[src/rtl/issue_sb_if.sv]
// Shared ALU operator encoding plus the decode-side and issue-side buses of issue_sb.
// Each bus uses a master/slave modport pair. The master is the side that drives valid.
package issue_sb_pkg;
  typedef enum logic [3:0] {
    ALU_ADD  = 4'd0,
    ALU_SUB  = 4'd1,
    ALU_AND  = 4'd2,
    ALU_OR   = 4'd3,
    ALU_XOR  = 4'd4,
    ALU_SLL  = 4'd5,
    ALU_SRL  = 4'd6,
    ALU_SRA  = 4'd7,
    ALU_SLT  = 4'd8,
    ALU_SLTU = 4'd9
  } alu_op_e;
endpackage

interface issue_sb_dec_if #(
  parameter int XLEN = 32,
  parameter int AW   = 5
);
  import issue_sb_pkg::*;
  logic            dec_valid;
  logic            dec_ready;
  logic [AW-1:0]   rs1_addr;
  logic [AW-1:0]   rs2_addr;
  logic [AW-1:0]   rd_addr;
  logic            rs1_used;
  logic            rs2_used;
  logic            rd_we;
  logic [1:0]      op_a_sel;
  logic            op_b_sel;
  logic [XLEN-1:0] imm;
  logic [XLEN-1:0] pc;
  logic [1:0]      unit;
  alu_op_e         alu_op;
  logic            lsu_we;

  modport master (
    output dec_valid, rs1_addr, rs2_addr, rd_addr, rs1_used, rs2_used, rd_we,
           op_a_sel, op_b_sel, imm, pc, unit, alu_op, lsu_we,
    input  dec_ready
  );
  modport slave (
    input  dec_valid, rs1_addr, rs2_addr, rd_addr, rs1_used, rs2_used, rd_we,
           op_a_sel, op_b_sel, imm, pc, unit, alu_op, lsu_we,
    output dec_ready
  );
endinterface

interface issue_sb_iss_if #(
  parameter int XLEN = 32,
  parameter int AW   = 5
);
  import issue_sb_pkg::*;
  logic            iss_valid;
  logic            iss_ready;
  logic [1:0]      iss_unit;
  logic [XLEN-1:0] operand_a;
  logic [XLEN-1:0] operand_b;
  logic [XLEN-1:0] lsu_wdata;
  logic [XLEN-1:0] pc;
  logic [AW-1:0]   rd_addr;
  logic            rd_we;
  logic            lsu_we;
  alu_op_e         alu_op;

  modport master (
    output iss_valid, iss_unit, operand_a, operand_b, lsu_wdata, pc, rd_addr,
           rd_we, lsu_we, alu_op,
    input  iss_ready
  );
  modport slave (
    input  iss_valid, iss_unit, operand_a, operand_b, lsu_wdata, pc, rd_addr,
           rd_we, lsu_we, alu_op,
    output iss_ready
  );
endinterface

[src/rtl/issue_sb.sv]
// Scoreboarded issue stage: RAW/WAW stall, write-back forwarding, one-entry output register.
// 1-cycle accept-to-valid latency; the payload holds while iss_ready is low; flush empties the stage.
module issue_sb
  import issue_sb_pkg::*;
#(
  parameter int XLEN   = 32,
  parameter int NREGS  = 32,
  parameter int SCNT_W = 16,
  localparam int AW    = $clog2(NREGS)
) (
  input  logic                clk_i,
  input  logic                rst_ni,
  issue_sb_dec_if.slave       dec_bus,
  issue_sb_iss_if.master      iss_bus,
  input  logic [XLEN-1:0]     rf_rdata_a_i,
  input  logic [XLEN-1:0]     rf_rdata_b_i,
  input  logic                wb_valid_i,
  input  logic [AW-1:0]       wb_addr_i,
  input  logic [XLEN-1:0]     wb_data_i,
  input  logic                flush_i,
  output logic [SCNT_W-1:0]   stall_cnt_o
);

  localparam logic [1:0] UNIT_ALU = 2'd0;
  localparam logic [1:0] UNIT_LSU = 2'd2;

  typedef enum logic {S_EMPTY, S_FULL} state_e;

  state_e            state_q, state_d;
  logic [NREGS-1:0]  busy_q, busy_d;
  logic [SCNT_W-1:0] scnt_q, scnt_d;

  logic [1:0]        unit_q, unit_d;
  logic [XLEN-1:0]   opa_q, opa_d;
  logic [XLEN-1:0]   opb_q, opb_d;
  logic [XLEN-1:0]   wdata_q, wdata_d;
  logic [XLEN-1:0]   pc_q, pc_d;
  logic [AW-1:0]     rd_q, rd_d;
  logic              rd_we_q, rd_we_d;
  logic              lsu_we_q, lsu_we_d;
  alu_op_e           alu_op_q, alu_op_d;

  logic              wb_hit1, wb_hit2, wb_hitd;
  logic [XLEN-1:0]   fwd1, fwd2;
  logic              haz, free, accept, iss_valid, is_lsu;

  always_comb begin
    wb_hit1 = wb_valid_i && (wb_addr_i == dec_bus.rs1_addr);
    wb_hit2 = wb_valid_i && (wb_addr_i == dec_bus.rs2_addr);
    wb_hitd = wb_valid_i && (wb_addr_i == dec_bus.rd_addr);
    fwd1 = (dec_bus.rs1_addr == '0) ? '0 : (wb_hit1 ? wb_data_i : rf_rdata_a_i);
    fwd2 = (dec_bus.rs2_addr == '0) ? '0 : (wb_hit2 ? wb_data_i : rf_rdata_b_i);
    // A write-back landing this cycle releases the register immediately.
    haz = (dec_bus.rs1_used && (dec_bus.rs1_addr != '0) && busy_q[dec_bus.rs1_addr] && !wb_hit1)
       || (dec_bus.rs2_used && (dec_bus.rs2_addr != '0) && busy_q[dec_bus.rs2_addr] && !wb_hit2)
       || (dec_bus.rd_we    && (dec_bus.rd_addr  != '0) && busy_q[dec_bus.rd_addr]  && !wb_hitd);
  end

  assign iss_valid        = (state_q == S_FULL);
  assign free             = !iss_valid || iss_bus.iss_ready;
  assign dec_bus.dec_ready = rst_ni && free && !haz && !flush_i;
  assign accept           = dec_bus.dec_valid && dec_bus.dec_ready;
  assign is_lsu           = (dec_bus.unit == UNIT_LSU);

  always_comb begin
    state_d = state_q;
    unique case (state_q)
      S_EMPTY: if (accept) state_d = S_FULL;
      S_FULL:  if (iss_bus.iss_ready && !accept) state_d = S_EMPTY;
      default: state_d = S_EMPTY;
    endcase
    if (flush_i) state_d = S_EMPTY;
  end

  always_comb begin
    unit_d   = unit_q;
    opa_d    = opa_q;
    opb_d    = opb_q;
    wdata_d  = wdata_q;
    pc_d     = pc_q;
    rd_d     = rd_q;
    rd_we_d  = rd_we_q;
    lsu_we_d = lsu_we_q;
    alu_op_d = alu_op_q;
    if (accept) begin
      unit_d = (dec_bus.unit == 2'd3) ? UNIT_ALU : dec_bus.unit;
      unique case (dec_bus.op_a_sel)
        2'd0:    opa_d = fwd1;
        2'd2:    opa_d = dec_bus.pc;
        default: opa_d = '0;
      endcase
      opb_d    = dec_bus.op_b_sel ? dec_bus.imm : fwd2;
      wdata_d  = (is_lsu && dec_bus.lsu_we) ? fwd2 : '0;
      pc_d     = dec_bus.pc;
      rd_d     = dec_bus.rd_addr;
      rd_we_d  = dec_bus.rd_we && (dec_bus.rd_addr != '0);
      lsu_we_d = dec_bus.lsu_we && is_lsu;
      alu_op_d = dec_bus.alu_op;
    end
  end

  // Later updates take precedence when two of them target the same register.
  always_comb begin
    busy_d = busy_q;
    if (wb_valid_i) busy_d[wb_addr_i] = 1'b0;
    if (flush_i && iss_valid && rd_we_q) busy_d[rd_q] = 1'b0;
    if (accept && dec_bus.rd_we && (dec_bus.rd_addr != '0)) busy_d[dec_bus.rd_addr] = 1'b1;
    busy_d[0] = 1'b0;
  end

  always_comb begin
    scnt_d = scnt_q;
    if (dec_bus.dec_valid && haz && !flush_i && (scnt_q != '1)) scnt_d = scnt_q + 1'b1;
  end

  always_ff @(posedge clk_i) begin
    if (!rst_ni) begin
      state_q  <= S_EMPTY;
      busy_q   <= '0;
      scnt_q   <= '0;
      unit_q   <= '0;
      opa_q    <= '0;
      opb_q    <= '0;
      wdata_q  <= '0;
      pc_q     <= '0;
      rd_q     <= '0;
      rd_we_q  <= 1'b0;
      lsu_we_q <= 1'b0;
      alu_op_q <= ALU_ADD;
    end else begin
      state_q  <= state_d;
      busy_q   <= busy_d;
      scnt_q   <= scnt_d;
      unit_q   <= unit_d;
      opa_q    <= opa_d;
      opb_q    <= opb_d;
      wdata_q  <= wdata_d;
      pc_q     <= pc_d;
      rd_q     <= rd_d;
      rd_we_q  <= rd_we_d;
      lsu_we_q <= lsu_we_d;
      alu_op_q <= alu_op_d;
    end
  end

  assign iss_bus.iss_valid = iss_valid;
  assign iss_bus.iss_unit  = unit_q;
  assign iss_bus.operand_a = opa_q;
  assign iss_bus.operand_b = opb_q;
  assign iss_bus.lsu_wdata = wdata_q;
  assign iss_bus.pc        = pc_q;
  assign iss_bus.rd_addr   = rd_q;
  assign iss_bus.rd_we     = rd_we_q;
  assign iss_bus.lsu_we    = lsu_we_q;
  assign iss_bus.alu_op    = alu_op_q;
  assign stall_cnt_o       = scnt_q;

endmodule

[src/flat_wrapper.sv]
// flat-port wrapper written by rule: the top's interface ports become plain ports
module issue_sb_flat import issue_sb_pkg::*;
#(
  parameter int XLEN   = 32,
  parameter int NREGS  = 32,
  parameter int SCNT_W = 16,
  localparam int AW    = $clog2(NREGS)
)
  (clk_i, rst_ni, rf_rdata_a_i, rf_rdata_b_i, wb_valid_i, wb_addr_i, wb_data_i, flush_i, stall_cnt_o, dec_bus_dec_valid, dec_bus_rs1_addr, dec_bus_rs2_addr, dec_bus_rd_addr, dec_bus_rs1_used, dec_bus_rs2_used, dec_bus_rd_we, dec_bus_op_a_sel, dec_bus_op_b_sel, dec_bus_imm, dec_bus_pc, dec_bus_unit, dec_bus_alu_op, dec_bus_lsu_we, dec_bus_dec_ready, iss_bus_iss_valid, iss_bus_iss_unit, iss_bus_operand_a, iss_bus_operand_b, iss_bus_lsu_wdata, iss_bus_pc, iss_bus_rd_addr, iss_bus_rd_we, iss_bus_lsu_we, iss_bus_alu_op, iss_bus_iss_ready);
  issue_sb_dec_if #(.XLEN(XLEN), .AW((5))) dec_bus_i ();
  issue_sb_iss_if #(.XLEN(XLEN), .AW((5))) iss_bus_i ();
  input  logic clk_i;
  input  logic rst_ni;
  input  logic [XLEN-1:0] rf_rdata_a_i;
  input  logic [XLEN-1:0] rf_rdata_b_i;
  input  logic wb_valid_i;
  input  logic [AW-1:0] wb_addr_i;
  input  logic [XLEN-1:0] wb_data_i;
  input  logic flush_i;
  output logic [SCNT_W-1:0] stall_cnt_o;
  input wire logic [$bits(dec_bus_i.dec_valid)-1:0] dec_bus_dec_valid;
  input wire logic [$bits(dec_bus_i.rs1_addr)-1:0] dec_bus_rs1_addr;
  input wire logic [$bits(dec_bus_i.rs2_addr)-1:0] dec_bus_rs2_addr;
  input wire logic [$bits(dec_bus_i.rd_addr)-1:0] dec_bus_rd_addr;
  input wire logic [$bits(dec_bus_i.rs1_used)-1:0] dec_bus_rs1_used;
  input wire logic [$bits(dec_bus_i.rs2_used)-1:0] dec_bus_rs2_used;
  input wire logic [$bits(dec_bus_i.rd_we)-1:0] dec_bus_rd_we;
  input wire logic [$bits(dec_bus_i.op_a_sel)-1:0] dec_bus_op_a_sel;
  input wire logic [$bits(dec_bus_i.op_b_sel)-1:0] dec_bus_op_b_sel;
  input wire logic [$bits(dec_bus_i.imm)-1:0] dec_bus_imm;
  input wire logic [$bits(dec_bus_i.pc)-1:0] dec_bus_pc;
  input wire logic [$bits(dec_bus_i.unit)-1:0] dec_bus_unit;
  input wire logic [$bits(dec_bus_i.alu_op)-1:0] dec_bus_alu_op;
  input wire logic [$bits(dec_bus_i.lsu_we)-1:0] dec_bus_lsu_we;
  output wire logic [$bits(dec_bus_i.dec_ready)-1:0] dec_bus_dec_ready;
  output wire logic [$bits(iss_bus_i.iss_valid)-1:0] iss_bus_iss_valid;
  output wire logic [$bits(iss_bus_i.iss_unit)-1:0] iss_bus_iss_unit;
  output wire logic [$bits(iss_bus_i.operand_a)-1:0] iss_bus_operand_a;
  output wire logic [$bits(iss_bus_i.operand_b)-1:0] iss_bus_operand_b;
  output wire logic [$bits(iss_bus_i.lsu_wdata)-1:0] iss_bus_lsu_wdata;
  output wire logic [$bits(iss_bus_i.pc)-1:0] iss_bus_pc;
  output wire logic [$bits(iss_bus_i.rd_addr)-1:0] iss_bus_rd_addr;
  output wire logic [$bits(iss_bus_i.rd_we)-1:0] iss_bus_rd_we;
  output wire logic [$bits(iss_bus_i.lsu_we)-1:0] iss_bus_lsu_we;
  output wire logic [$bits(iss_bus_i.alu_op)-1:0] iss_bus_alu_op;
  input wire logic [$bits(iss_bus_i.iss_ready)-1:0] iss_bus_iss_ready;
  assign dec_bus_i.dec_valid = dec_bus_dec_valid;
  assign dec_bus_i.rs1_addr = dec_bus_rs1_addr;
  assign dec_bus_i.rs2_addr = dec_bus_rs2_addr;
  assign dec_bus_i.rd_addr = dec_bus_rd_addr;
  assign dec_bus_i.rs1_used = dec_bus_rs1_used;
  assign dec_bus_i.rs2_used = dec_bus_rs2_used;
  assign dec_bus_i.rd_we = dec_bus_rd_we;
  assign dec_bus_i.op_a_sel = dec_bus_op_a_sel;
  assign dec_bus_i.op_b_sel = dec_bus_op_b_sel;
  assign dec_bus_i.imm = dec_bus_imm;
  assign dec_bus_i.pc = dec_bus_pc;
  assign dec_bus_i.unit = dec_bus_unit;
  assign dec_bus_i.alu_op = dec_bus_alu_op;
  assign dec_bus_i.lsu_we = dec_bus_lsu_we;
  assign dec_bus_dec_ready = dec_bus_i.dec_ready;
  assign iss_bus_iss_valid = iss_bus_i.iss_valid;
  assign iss_bus_iss_unit = iss_bus_i.iss_unit;
  assign iss_bus_operand_a = iss_bus_i.operand_a;
  assign iss_bus_operand_b = iss_bus_i.operand_b;
  assign iss_bus_lsu_wdata = iss_bus_i.lsu_wdata;
  assign iss_bus_pc = iss_bus_i.pc;
  assign iss_bus_rd_addr = iss_bus_i.rd_addr;
  assign iss_bus_rd_we = iss_bus_i.rd_we;
  assign iss_bus_lsu_we = iss_bus_i.lsu_we;
  assign iss_bus_alu_op = iss_bus_i.alu_op;
  assign iss_bus_i.iss_ready = iss_bus_iss_ready;
  issue_sb #(.XLEN(XLEN), .NREGS(NREGS), .SCNT_W(SCNT_W)) u_core (.clk_i(clk_i), .rst_ni(rst_ni), .dec_bus(dec_bus_i), .iss_bus(iss_bus_i), .rf_rdata_a_i(rf_rdata_a_i), .rf_rdata_b_i(rf_rdata_b_i), .wb_valid_i(wb_valid_i), .wb_addr_i(wb_addr_i), .wb_data_i(wb_data_i), .flush_i(flush_i), .stall_cnt_o(stall_cnt_o));
endmodule
[config.mk]
export PLATFORM = sky130hd
export DESIGN_NAME = issue_sb_flat
export DESIGN_NICKNAME = d
export VERILOG_FILES = /design/src/rtl/issue_sb_if.sv /design/src/rtl/issue_sb.sv /design/src/flat_wrapper.sv
export SDC_FILE = /design/constraint.sdc
export NUM_CORES = 1
export LEC_CHECK = 0
export CORE_ASPECT_RATIO = 1.4
export CORE_UTILIZATION = 23
export DETAILED_ROUTE_END_ITERATION = 7
export SYNTH_ARGS = -nofsm -noshare
export SYNTH_HDL_FRONTEND = slang
export SYNTH_SLANG_ARGS = --single-unit
[constraint.sdc]
create_clock -name clk_i -period 6 [get_ports clk_i]
set_clock_uncertainty 0.1 [all_clocks]
set_input_delay 1.2 -clock clk_i [delete_from_list [all_inputs] [get_ports clk_i]]
set_output_delay 1.2 -clock clk_i [all_outputs]
set_load 0.02 [all_outputs]
Word level (Yosys, flattened, before mapping)
Index checks and enable logic that the tools add are counted.

Output and inout port bits: 159. Register bits after elaboration: 190. Input port bits: 199. Word-level logic and storage cells: 107.

Bitwise gates (word level): 7. Muxes and demuxes: 26. Equal/unequal tests: 7. Reduce and logical (&&, ||, !) cells: 45. $lt $le $gt $ge: 8. $add $sub $neg: 1.

Operators by type and width (count): 2-to-1 mux 32 bit (9); AND 32 bit (2); NOT 32 bit (2); one-hot mux 32 bit (2 select lines) (1); bitwise OR 32 bit (1); less-than comparator 5 x 6 -> 1 bit (second input constant) (5); logical AND 1 bit (28); adder 16 x 1 -> 16 bit (second input constant) (1); inequality test 16 bit (second input constant) (1); binary-select mux 1 bit (select 5 bit) (3); demux 1 bit (select 5 bit) (3); equality test 5 bit (3); greater-or-equal comparator 5 x 1 -> 1 bit (second input constant) (3); nonzero test 5 bit (3); zero test 5 bit (2); 2-to-1 mux 1 bit (8); zero test 1 bit (7); equality test 2 bit (second input constant) (3); logical OR 1 bit (3); zero test 2 bit (1); 2-to-1 mux 2 bit (1); NOT 1 bit (2); one-hot mux 1 bit (2 select lines) (1); OR reduction 2 bit (1).

Logic depth before layout (Yosys ltp)
Depth after elaboration: 14. Gate-level depth with buffers: 11. Mapped depth without buffers: 7.

Worst setup path before layout
Ideal clock, no wire load.

Path type: input -> output. From: input dec_bus_rs1_addr[0]. To: output dec_bus_dec_ready. Cell stages on the path: 6. Setup slack: 1.449 ns. Arrival time: 3.251 ns. Path buffers: 0. Data required time: 4.700 ns. Cell sequence: mux4_1 > and2_1 > a2111oi_0 > or4_4 > o221ai_1 > nor3b_1.

Longest elaborated chain between the ends: 9. Elaborated cells between the ends (all ways): 14. Classes of those cells: 1 x eq/ne; 2 x mux; 11 x reduce/logical.

Ends and longest elaborated chain: from (decl) (RTL line flat_wrapper.sv:22) `input wire logic [$bits(dec_bus_i.rs1_addr)-1:0] dec_bus_rs1_addr;`; binary-select mux 1 bit (select 5 bit) (tied with other cells) (RTL line issue_sb.sv:54) `haz = (dec_bus.rs1_used && (dec_bus.rs1_addr != '0) && busy_q[dec_bus.rs1_addr] && !wb_hit1)`; 2-to-1 mux 1 bit (not written as such) (tied with other cells) (RTL line issue_sb.sv:54); logical AND 1 bit or zero test 1 bit (tied branches) (RTL line issue_sb.sv:54); logical AND 1 bit * (RTL line issue_sb.sv:54); logical OR 1 bit * (RTL line issue_sb.sv:55) `|| (dec_bus.rs2_used && (dec_bus.rs2_addr != '0) && busy_q[dec_bus.rs2_addr] && !wb_hit2)`; logical OR 1 bit * (RTL line issue_sb.sv:56) `|| (dec_bus.rd_we && (dec_bus.rd_addr != '0) && busy_q[dec_bus.rd_addr] && !wb_hitd);`; zero test 1 bit * (RTL line issue_sb.sv:61) `assign dec_bus.dec_ready = rst_ni && free && !haz && !flush_i;`; logical AND 1 bit * (2 in series) (RTL line issue_sb.sv:61); to (decl) (RTL line flat_wrapper.sv:35) `output wire logic [$bits(dec_bus_i.dec_ready)-1:0] dec_bus_dec_ready;`.

Every way passes the cells marked *; elsewhere a longest branch is shown, timed or not. The select of a mux whose other input is x is not followed.

Worst setup path in the final report
From: input dec_bus_rs2_addr[0]. To: output dec_bus_dec_ready.

Longest elaborated chain between the ends: 9. Elaborated cells between the ends (all ways): 14. Classes of those cells: 1 x eq/ne; 2 x mux; 11 x reduce/logical.

Ends and longest elaborated chain: from (decl) (RTL line flat_wrapper.sv:23) `input wire logic [$bits(dec_bus_i.rs2_addr)-1:0] dec_bus_rs2_addr;`; binary-select mux 1 bit (select 5 bit) (tied with other cells) (RTL line issue_sb.sv:55); 2-to-1 mux 1 bit (not written as such) (tied with other cells) (RTL line issue_sb.sv:55); logical AND 1 bit or zero test 1 bit (tied branches) (RTL line issue_sb.sv:55); logical AND 1 bit * (RTL line issue_sb.sv:55); logical OR 1 bit * (RTL line issue_sb.sv:55); logical OR 1 bit * (RTL line issue_sb.sv:56); zero test 1 bit * (RTL line issue_sb.sv:61); logical AND 1 bit * (2 in series) (RTL line issue_sb.sv:61).

Marks and branches as above.

==> flow_summary.ini <==
[yosys]
synth-compound-area-share_pct = 12.1
synthDistinctLibCells = 50
async_flop_share_pct = 0
synth_seq_cells = 189
synth-main-ff-cell = dfxtp_1
synth_top_family_by_area = multiplexers
synth_mux_area_share_pct = 26.1
seq_area_frac_synth_pct = 36.3
synthesis.nets = 1375
yosysWarningCount = 0
synth_area_um2 = 10400
yosys.area_share.simple_pct = 18.1
postSynthCellCount = 1175
synth_fa_ha_area_share_pct = 0.120
synthXorXnorAreaFrac_pct = 1.01
synth-edff-count = 0
syn_avg_cell_area_um2 = 8.88

[cts]
cts_setup_buffers = 0
cts_sinks = 189
clk_latency_ns = 0.47
cts_tree = built
cts_buffer_depth = 2
path_clk_slew_ns = 0.07
ctsResizeCount = 0
cts_max_level = 4
cts_hold_buf = 0
cts_inserted_buffers = 17
clock-root-buffer = clkbuf_16

[layout]
fill_cells = 4662
layout-drive-gt1-share_pct = 8.88
register_area_um2 = 3780
multi_input_area_um2 = 6040
fin_nets = 1674
syn2layout_area_growth_pct = 44.1

[setup_path]
path_max_fanout = 10
timing.critical_path.mode_cell = clkdlybuf4s50_1
cp_cell_sequence = clkdlybuf4s50_1 -> mux4_2 -> mux2i_1 -> o2111ai_1 -> nand4_1 -> o221ai_1 -> nor3b_1 -> clkdlybuf4s50_1
cp-start-kind = input pin
endpoint_kind = output pin
cp_top_family = buffers and inverters
path_class = in -> out
path_buf_inv = 2
cp.required_ns = 4.70
slowest_stage = clkdlybuf4s50_1
slowest_delay_ns = 0.87
critPathArrivalTime_ns = 4.33

[floorplanning]
fp.dieH_um = 254
core_area_um2 = 44900
start_util_pct = 23.2
rows = 92
dieArea_um2 = 46200
die_x_um = 182
ioPinCount = 358

[timing]
worstMarginPinSlew_ns = 1.09
finalSetupViolations = 0
slew-limit-headroom_pct = 27.1
finalCritPeriodShare_pct = 93.9
layout_setup_ws_ns = 0.367
rsz0062_at_grt = no
max_clock_freq_mhz = 178
final.min_clock_period_ns = 5.63
setup_tns_ns = 0
drv_slew = 0
hold_viol = 0

[placed_design]
place_congestion = 0.973
port-buffer-count = 357
place_ws_ns = 0.320
dp_hpwl_um = 32300

[detailed_routing]
drt-vias-per-instance = 4.87
routed_wl_um = 43100
vias = 9984
initialDrtViolationCount = 684
wire_per_inst_um = 21.0
ant_nets = 0
drt-pass1-iter-count = 5
drc = 0

[global_routing]
grt_antenna_before_repair = 1
grt_max_degree = 93
grt_use_total_pct = 18.5
overflow = 0
grt_pass1_wl_um = 63500
grt_pass1_vias = 10200

[run_status]
outcome = completed

[power_and_ir_drop]
worst_ir_drop_vdd_v = 0.000209
power.leakage_uw = 0.00608
power_density_nw_per_um2 = 202

[min_path]
hp-class = reg -> reg

[flow_run]
maxCapViolations = 0
[kinds of logic (layout without fill, tap and decap cells)]
logic type / after synthesis / count (layout)
AO/OA/AOI/OAI: 163 / 163
XOR/XNOR: 12 / 12
adder cells (fa/ha/maj): 1 / 1
buffers and inverters: 149 / 461
flip-flops: 189 / 189
multiplexers: 250 / 250
other: 0 / 1
AND/OR/NAND/NOR: 411 / 411
[cells in the final DEF (no fill, tap or decap), types with 9 or more instances in the layout]
| cell | netlist | final |
|---|---|---|
| mux2i_1 | 202 | 202 |
| inv_1 | 49 | 49 |
| o41ai_2 | 20 | 20 |
| clkbuf_16 | 0 | 17 |
| mux2_2 | 34 | 34 |
| a21oi_1 | 71 | 71 |
| nand4_1 | 10 | 10 |
| clkdlybuf4s50_1 | 0 | 355 |
| mux4_2 | 13 | 13 |
| nor2b_1 | 37 | 36 |
| nand2_1 | 232 | 232 |
| nand2b_1 | 17 | 17 |
| o31ai_1 | 13 | 13 |
| nand3_1 | 18 | 18 |
| o2111ai_1 | 32 | 32 |
| nor2_1 | 46 | 44 |
| buf_4 | 17 | 18 |
| o22ai_1 | 9 | 9 |
| dfxtp_1 | 189 | 189 |
[per-stage QoR]
step                area (µm²)  hold WS [ns]  util (%)  total power, µW  std cells
global placement         14500         0.345      32.2             1910       2019
floorplan                10400         0.386         -             1610       1175
CTS                      15000         0.361      33.5             3090       2051
finish                   15000         0.357      33.5             3040       2052
global route             15000         0.381      33.5             3170       2052
detailed placement       14500         0.351      32.2             1920       2019
[registers in the layout, summed over array words and instances (netlist names)]
register,flops
u_core.busy_q,31
u_core.iss_bus.alu_op,4
u_core.iss_bus.iss_unit,2
u_core.iss_bus.iss_valid,1
u_core.iss_bus.lsu_wdata,32
u_core.iss_bus.lsu_we,1
u_core.iss_bus.operand_a,32
u_core.iss_bus.operand_b,32
u_core.iss_bus.pc,32
u_core.iss_bus.rd_addr,5
u_core.iss_bus.rd_we,1
u_core.stall_cnt_o,16
[where the power goes]
| group | internal [µW] | switching [µW] |
|---|---|---|
| Sequential | 1290 | 21.9 |
| Combinational | 278 | 294 |
| Clock | 593 | 564 |
| Total | 2160 | 880 |
[synth_stat cells (all sizes together), types with 4 or more instances]
cell type,number,area share (%)
o31ai,13,0.94
o2111ai,32,2.7
nand2,232,8.3
dfxtp,189,36
o41ai,23,3.4
mux4,14,3.1
nor3b,7,0.50
nand3b,6,0.43
mux2,34,3.7
nor2,46,1.7
xnor2,8,0.67
nor2b,37,2.2
nor3,6,0.29
nor4,6,0.42
a21oi,71,3.4
nand2b,17,1.0
xor2,4,0.34
nand3,18,0.86
clkbuf,59,2.1
buf,38,2.3
and3,8,0.48
o21ai,6,0.29
or4,6,0.47
o22ai,9,0.54
inv,51,1.8
mux2i,202,19
nand4,10,0.60
[metal layers]
layer  vias up  track usage [%]  share of wire (%)
met5         -                0                  0
met4         0             10.4                4.7
met3       101             4.11                5.6
met2       384             32.7                 51
met1      4773             20.4                 39
li1       4726                -                  -
[final timing paths]
check	endpoint	cells past startpoint	startpoint	slack, ns
setup / recovery	dec_bus_dec_ready	8	dec_bus_rs2_addr[0]	0.37
hold / removal	u_core.iss_bus.operand_b[21]	2	u_core.iss_bus.operand_b[21]	0.36
setup reg to reg	u_core.busy_q[3]	8	u_core.busy_q[5]	2.57
hold reg to reg	u_core.iss_bus.operand_b[21]	2	u_core.iss_bus.operand_b[21]	0.36
[final cells by class]
class	count	share of cell area [%]
Antenna cell	1	0.0166
Multi-Input combinational cell	837	40.1
Clock inverter	13	0.857
Tap cell	564	4.69
Inverter	52	1.30
Clock buffer	19	2.94
Sequential cell	189	25.2
Timing Repair Buffer	377	24.9
[worst register-to-register path: cells and delay by family (launching register included)]
kind,cells,cell delay (ns)
muxes,1,0.54
AOI/OAI and AO/OA,3,1.19
DFF,1,0.38
and+or+nand+nor,3,0.74
buffers and inverters,1,0.35
(Power assumes the default switching activity.)
